**config.mk**
```make
export PLATFORM = sky130hd
export DESIGN_NAME = display_mux_7seg
export DESIGN_NICKNAME = d
export VERILOG_FILES = /design/src/rtl/display_mux_7seg.sv
export SDC_FILE = /design/constraint.sdc
export NUM_CORES = 1
export LEC_CHECK = 0
export CAP_MARGIN = 0
export CORE_MARGIN = 3
export CORE_UTILIZATION = 40
export DETAILED_ROUTE_END_ITERATION = 16
export PLACE_DENSITY_LB_ADDON = 0.12
export SLEW_MARGIN = 10
export SYNTH_ARGS = -nofsm -noshare
export SYNTH_HDL_FRONTEND = slang
export SYNTH_SLANG_ARGS = --single-unit
```
**constraint.sdc**
```tcl
create_clock -name clk -period 5.8 [get_ports clk]
set_input_delay 1.16 -clock clk [delete_from_list [all_inputs] [get_ports clk]]
set_output_delay 1.16 -clock clk [all_outputs]
set_load 0.005 [all_outputs]
```
**src/rtl/display_mux_7seg.sv**
```systemverilog
// Time-multiplexed N-digit 7-segment driver: shadow-captured digit codes, per-digit blank/blink/dp,
// registered pin-level outputs with a dead-time guard at the start of every digit slot.
module display_mux_7seg #(
  parameter int DIGITS         = 4,
  parameter int SCAN_DIV       = 50000,
  parameter int GUARD_CYC      = 2,
  parameter int BLINK_DIV      = 12500000,
  parameter int HEX_MODE       = 0,
  parameter int SEG_ACTIVE_LOW = 1,
  parameter int DIG_ACTIVE_LOW = 1,
  localparam int SW = (DIGITS > 1) ? $clog2(DIGITS) : 1
) (
  input  logic                  clk,
  input  logic                  reset,
  input  logic                  load,
  input  logic [4*DIGITS-1:0]   value,
  input  logic [DIGITS-1:0]     blank_mask,
  input  logic [DIGITS-1:0]     blink_mask,
  input  logic [DIGITS-1:0]     dp_in,
  output logic [6:0]            seg,
  output logic                  dp,
  output logic [DIGITS-1:0]     dig_sel,
  output logic [SW-1:0]         slot_idx
);

  localparam int PW = (SCAN_DIV > 2) ? $clog2(SCAN_DIV) : 1;
  localparam int BW = (BLINK_DIV > 2) ? $clog2(BLINK_DIV) : 1;
  localparam logic SEG_OFF = (SEG_ACTIVE_LOW != 0) ? 1'b1 : 1'b0;
  localparam logic DIG_OFF = (DIG_ACTIVE_LOW != 0) ? 1'b1 : 1'b0;

  // Lit-segment pattern {a,b,c,d,e,f,g}, active-high
  function automatic logic [6:0] decode7(input logic [3:0] code);
    logic [6:0] lit;
    case (code)
      4'd0:    lit = 7'b1111110;
      4'd1:    lit = 7'b0110000;
      4'd2:    lit = 7'b1101101;
      4'd3:    lit = 7'b1111001;
      4'd4:    lit = 7'b0110011;
      4'd5:    lit = 7'b1011011;
      4'd6:    lit = 7'b1011111;
      4'd7:    lit = 7'b1110000;
      4'd8:    lit = 7'b1111111;
      4'd9:    lit = 7'b1111011;
      4'd10:   lit = (HEX_MODE != 0) ? 7'b1110111 : 7'b0000000;
      4'd11:   lit = (HEX_MODE != 0) ? 7'b0011111 : 7'b0000000;
      4'd12:   lit = (HEX_MODE != 0) ? 7'b1001110 : 7'b0000000;
      4'd13:   lit = (HEX_MODE != 0) ? 7'b0111101 : 7'b0000000;
      4'd14:   lit = (HEX_MODE != 0) ? 7'b1001111 : 7'b0000000;
      4'd15:   lit = (HEX_MODE != 0) ? 7'b1000111 : 7'b0000000;
      default: lit = 7'b0000000;
    endcase
    return lit;
  endfunction

  logic [4*DIGITS-1:0] value_r;
  logic [DIGITS-1:0]   blank_r;
  logic [DIGITS-1:0]   blink_r;
  logic [DIGITS-1:0]   shadow_dp_r;
  logic [PW-1:0]       pre_r;
  logic [SW-1:0]       slot_r;
  logic [BW-1:0]       blink_cnt_r;
  logic                blink_off_r;
  logic [6:0]          seg_r;
  logic                dp_out_r;
  logic [DIGITS-1:0]   dig_r;

  logic                pre_wrap_s;
  logic                blink_wrap_s;
  logic [SW-1:0]       slot_next_s;
  logic [3:0]          code_s;
  logic                dark_s;
  logic [6:0]          seg_lit_s;
  logic                dp_lit_s;
  logic [DIGITS-1:0]   dig_on_s;

  // Scan/blink wrap detection and next slot index
  always_comb begin
    pre_wrap_s   = (pre_r == PW'(SCAN_DIV - 1));
    blink_wrap_s = (blink_cnt_r == BW'(BLINK_DIV - 1));
    slot_next_s  = '0;
    if (slot_r == SW'(DIGITS - 1)) begin
      slot_next_s = '0;
    end else begin
      slot_next_s = slot_r + SW'(1);
    end
  end

  // Segment content for the current slot, and guarded one-hot digit enable
  always_comb begin
    code_s    = value_r[{slot_r, 2'b00} +: 4];
    dark_s    = blank_r[slot_r] | (blink_r[slot_r] & blink_off_r);
    seg_lit_s = 7'b0000000;
    dp_lit_s  = 1'b0;
    dig_on_s  = '0;
    if (dark_s) begin
      seg_lit_s = 7'b0000000;
      dp_lit_s  = 1'b0;
    end else begin
      seg_lit_s = decode7(code_s);
      dp_lit_s  = shadow_dp_r[slot_r];
    end
    if (pre_r >= PW'(GUARD_CYC)) begin
      dig_on_s[slot_r] = 1'b1;
    end else begin
      dig_on_s = '0;
    end
  end

  // Shadow registers captured on the load strobe
  always_ff @(posedge clk) begin
    if (reset) begin
      value_r     <= '0;
      blank_r     <= '1;
      blink_r     <= '0;
      shadow_dp_r <= '0;
    end else if (load) begin
      value_r     <= value;
      blank_r     <= blank_mask;
      blink_r     <= blink_mask;
      shadow_dp_r <= dp_in;
    end
  end

  // Slot prescaler and scan index
  always_ff @(posedge clk) begin
    if (reset) begin
      pre_r  <= '0;
      slot_r <= '0;
    end else if (pre_wrap_s) begin
      pre_r  <= '0;
      slot_r <= slot_next_s;
    end else begin
      pre_r  <= pre_r + PW'(1);
    end
  end

  // Free-running blink half-period counter, independent of the scan
  always_ff @(posedge clk) begin
    if (reset) begin
      blink_cnt_r <= '0;
      blink_off_r <= 1'b0;
    end else if (blink_wrap_s) begin
      blink_cnt_r <= '0;
      blink_off_r <= ~blink_off_r;
    end else begin
      blink_cnt_r <= blink_cnt_r + BW'(1);
    end
  end

  // Pin-level output registers; segments only change at slot start so a slot never glitches
  always_ff @(posedge clk) begin
    if (reset) begin
      seg_r    <= {7{SEG_OFF}};
      dp_out_r <= SEG_OFF;
      dig_r    <= {DIGITS{DIG_OFF}};
    end else begin
      if (pre_r == '0) begin
        seg_r    <= seg_lit_s ^ {7{SEG_OFF}};
        dp_out_r <= dp_lit_s ^ SEG_OFF;
      end
      dig_r <= dig_on_s ^ {DIGITS{DIG_OFF}};
    end
  end

  assign seg      = seg_r;
  assign dp       = dp_out_r;
  assign dig_sel  = dig_r;
  assign slot_idx = slot_r;

endmodule
```
* Yosys cells after proc, flatten, opt, wreduce, memory -nomap -nowiden *
Memories as Yosys holds them, arrays and structs flattened.
Index checks and enable logic that the tools add are counted.

word-level totals
  register bits = 83
  ROM bits = 112
  bits of input ports = 31
  output and inout port bits = 14
  logic and storage cells = 44
  memories = 1

operators by class
  add/sub/neg operators = 3
  magnitude comparators = 3
  eq/ne operators = 3
  shifts and indexed selects = 1
  mux-type cells = 12
  bitwise gates (word level) = 6
  reductions and logical operators = 4

memories
  memory            words  width  rd ports  clocked after Yosys merged registers in  write ports  RTL line  RTL
  (name not given)  16     7      1         0                                        0            34        case (code)

operator list
  operator                 count
  $add A24 B1 Y24 const B  1
  $eq A24 B24 Y1 const B   1
  $add A16 B1 Y16 const B  1
  $eq A16 B16 Y1 const B   1
  $ge A16 B2 Y1 const B    1
  $logic_not A16 Y1        1
  $shiftx A16 B5 Y4        1
  $mux W7                  1
  $not A7 Y7               1
  $bmux W1 S2              3
  $mux W1                  5
  $mux W4                  1
  $not A4 Y4               1
  $reduce_or A2 Y1         2
  $lt A2 B3 Y1 const B     1
  $add A2 B1 Y2 const B    1
  $demux W1 S2             1
  $eq A2 B2 Y1 const B     1
  $ge A2 B1 Y1 const B     1
  $mux W2                  1
  $not A1 Y1               2
  $and A1 B1 Y1            1
  $logic_and A1 B1 Y1      1
  $or A1 B1 Y1             1

* Logic depth before layout (Yosys ltp) *
  depth after elaboration = 6
  gate-level depth with buffers = 8
  depth with buffers taken out = 7

* Worst setup path after synthesis *
Ideal clock, no wire load.

  path kind = input to register
  start point = input load
  end point = register blank_r[0]
  library setup time = 0.123 ns
  arrival = 2.335 ns
  required time = 5.677 ns
  setup slack = 3.342 ns
  cell stages on the path = 4
  buffers on the path = 2
  cells stage by stage = clkbuf_1 > clkbuf_1 > mux2i_1 > nand2_1

RTL lines
  item                  RTL line  RTL
  start, declared       15        input logic load,
  end signal, assigned  119       blank_r <= blank_mask;
  end, declared         57        logic [DIGITS-1:0] blank_r;

* Worst setup path in the final report *
  start point = register slot_r[0] (netlist: slot_idx[0])
  end point = output slot_idx[0]

RTL lines
  item                    RTL line  RTL
  start, declared         61        logic [SW-1:0] slot_r;
  start signal, assigned  132       slot_r <= slot_next_s;
  end, declared           23        output logic [SW-1:0] slot_idx

No word-level cell between the ends.

==> metrics.md <==
| Metric | Value |
|---|---|
| Slowest cell on the critical path | dfxtp_1 |
| Die ar. | 10500 um2 |
| Post-CTS Setup Inserts | 0 |
| Family with the most delay on the worst path | flip-flops |
| Clock Skews | 0.0150 ns |
| Vertical die dimension | 102 um |
| Final worst slack | 2.90 ns |
| Unrepaired setup endpoints after global routing | false |
| Top cell type's share of synthesized area | 44.7% |
| First-pass GRT wire length | 12700 um |
| Pre-Repair DR Iteration Count | 4 |
| Deepest clock path buffer count | 2 |
| Total CTS buffers | 9 |
| Synth unique cells | 40 |
| Endpoint kind of the worst setup timing path | output pin |
| Post-layout minimum cycle time | 2.90 ns |
| Overall routing resource usage | 15.4% |
| Sequential share of power | 53.1% |
| Max VDD drop | 0.150 mV |
| Fill count | 843 |
| Gate power share | 8.5% |
| Area of the mapped netlist | 3710 um2 |
| Htree depth | 3 |
| Synthesized net count | 436 |
| # rows | 34 |
| Drt drc | 0 |
| Top Ports | 45 |
| Antenna Cells | 0 |
| Clock Sink Count | 83 |
| Post-detail-place hpwl | 5370 um |
| Pre-CTS WS | 2.88 ns |
| Footprint of the multi-input gates | 1920 um2 |
| Setup TNS Final | 0 ns |
| Synth cell count leaders | 83 x dfxtp_1, 57 x nor2_1, 29 x mux2i_1 |
| DRT iter0 DRCs | 53 |
| Gr ovfl total | 0 |
| Fin. Hold Viols | 0 |
| Number of synthesized flops with an enable pin | 0 |
| Drt wl/cell | 14.1 um |
| Port Buf Inserts | 44 |
| Area contributors post-synth | dfxtp_1 45%, mux2i_1 7.8%, nor2_1 5.8%, ha_1 4.4%, mux4_2 4.2% |
| Largest net degree at the start of global routing | 33 |
| GPL Wtd Cong | 0.772 |
| Clk root buf | clkbuf_8 |
| Post-DRT Antenna Nets | 0 |
| Synth area leader | dfxtp_1 |
| Die Width | 102 um |
| Final non-filler cell area | 4460 um2 |
| Maxcap violations | 0 |
| Post-synthesis cell count | 392 |
| Layout Nets | 476 |
| Fmax achieved | 0.344 GHz |
| Post-synthesis average cell area | 9.48 um2 |
| Vias in the first global route | 2720 |
| Clk slew on worst S/H paths | 0.08 ns |
| PwrDens | 253 nW/um2 |
| Clock latency on the worst-skew pair | 0.35 ns |
| Flops & latches, synth | 83 |
| Via Count | 2880 |
| Synthesis warning total | 0 |
| Most used flip-flop cell after synthesis | dfxtp_1 |
| Startpoint class of the critical path | flip-flop |
| Via-to-Cell Ratio | 5.28 |
| Ratio of final minimum period to clock period | 50.1% |
| Reg area | 1660 um2 |
| Sw Share | 23.4% |
| # setup viols final | 0 |
| Psw | 0.000264 W |
| CTS tree | done |
| Initial antenna violation count | 0 |
| Worst-path cell chain | clkdlybuf4s50_1 |
| CTS resizes | 0 |
| HP Class | flip-flop to flip-flop |
| Clk pwr share | 38.4% |
| Share of flip-flops with an asynchronous set or reset | 0% |
| Initial Util | 41.8% |
| CP Class | flip-flop to output pin |
| Int Power | 0.000864 W |
| Worst hold slack | 0.470 ns |
| Leakage | 1.64 nW |
| CP max stage delay | 0.77 ns |
| Critical path data required time | 4.64 ns |
| Area growth from synthesis to layout | 19.9% |
| Slew HR | 34.1% |
| Register area share after synthesis | 44.7% |
| Fraction of layout cells with a size suffix above 1 | 7.78% |
| Worst Path Buf+Inv | 1 |
| Worst Path Arrival | 1.74 ns |
| Crit Path Max Fanout | 13 |
| Placeable Area | 8890 um2 |
| Slew Viols, Final | 0 |
| Worst slew pin tran | 0.988 ns |
| Hold-fix buffers, CTS | 0 |
| Most common cell in the synthesized netlist | dfxtp_1 |
| Dpl cell area | 4240 um2 |
| Outcome | finished, final reports clean |
| WL final | 7670 um |
==> power groups by stage <==
stage	sequential [W]	clock, W	combinational, W
5_1_grt	0.000601	0.000471	0.000107
3_3_place_gp	0.000611	0	0.0000956
2_1_floorplan	0.000609	0	0.0000575
4_1_cts	0.000599	0.000450	0.0000978
6_report	0.000599	0.000434	0.0000962
3_5_place_dp	0.000612	0	0.0000974
==> flip-flops by register name, summed over array words and instances (netlist names) <==
| signal | count |
|---|---|
| shadow_dp_r | 4 |
| blink_cnt_r | 24 |
| blink_off_r | 1 |
| blink_r | 4 |
| dig_sel | 4 |
| pre_r | 16 |
| seg | 7 |
| dp | 1 |
| value_r | 16 |
| blank_r | 4 |
| slot_idx | 2 |
==> path summary, 6_finish.rpt <==
kind / start / end / slack (ns) / cells past startpoint
max: slot_idx[0] / slot_idx[0] / 2.90 / 1
min: blink_cnt_r[0] / blink_cnt_r[0] / 0.47 / 1
max reg2reg: slot_idx[0] / seg[1] / 3.41 / 4
min reg2reg: blink_cnt_r[0] / blink_cnt_r[0] / 0.47 / 1
==> layout by cell type, fill, tap and decap left out, types with 6 or more instances in the layout <==
cell             count
nand3_1             13
or3_1                8
xor2_1              11
xnor2_1             13
and4_1               6
or4_1               11
inv_1               18
dfxtp_1             83
o31ai_1              7
nor2_1              57
nand4_1             11
mux2i_1             29
a21oi_1             19
nand2_1             21
o21ai_0             10
mux4_2               7
ha_1                13
clkbuf_8            11
clkdlybuf4s50_1     44
==> layout make-up <==
cell class              count  share of cell area [%]
flip-flops and latches     83                    37.3
well taps                 108                    3.03
clock inverters             5                    1.38
multi-input cells         274                    43.2
inverters                  18                    1.52
clock buffers              11                    3.40
repair buffers             46                    10.2
==> logic make-up (layout without fill, tap and decap cells) <==
| logic type | count (synthesis) | in the layout | share of synthesized area [%] |
|---|---|---|---|
| AND/OR/NAND/NOR | 152 | 152 | 21.4 |
| flip-flops | 83 | 83 | 44.7 |
| AO/OA/AOI/OAI | 48 | 48 | 7.85 |
| multiplexers | 37 | 37 | 12.4 |
| buffers and inverters | 35 | 80 | 3.60 |
| XOR/XNOR | 24 | 24 | 5.66 |
| adder cells (fa/ha/maj) | 13 | 13 | 4.38 |
==> through the flow <==
stage | instances | total power [W] | utilization [%]
2_1_floorplan | 392 | 0.000667 | -
3_3_place_gp | 529 | 0.000707 | 47.7
3_5_place_dp | 529 | 0.000709 | 47.7
4_1_cts | 545 | 0.00115 | 50.1
5_1_grt | 545 | 0.00118 | 50.1
6_report | 545 | 0.00113 | 50.1
==> routing by layer <==
| metal | up-vias | track usage [%] | part of all wire [%] |
|---|---|---|---|
| met5 | - | 0 | 0 |
| met4 | 0 | 3.94 | 0.63 |
| met3 | 2 | 4.71 | 3.5 |
| met2 | 49 | 25.2 | 48 |
| met1 | 1364 | 20.0 | 48 |
| li1 | 1465 | - | - |
Note: power is estimated with default switching activity, not from simulation.
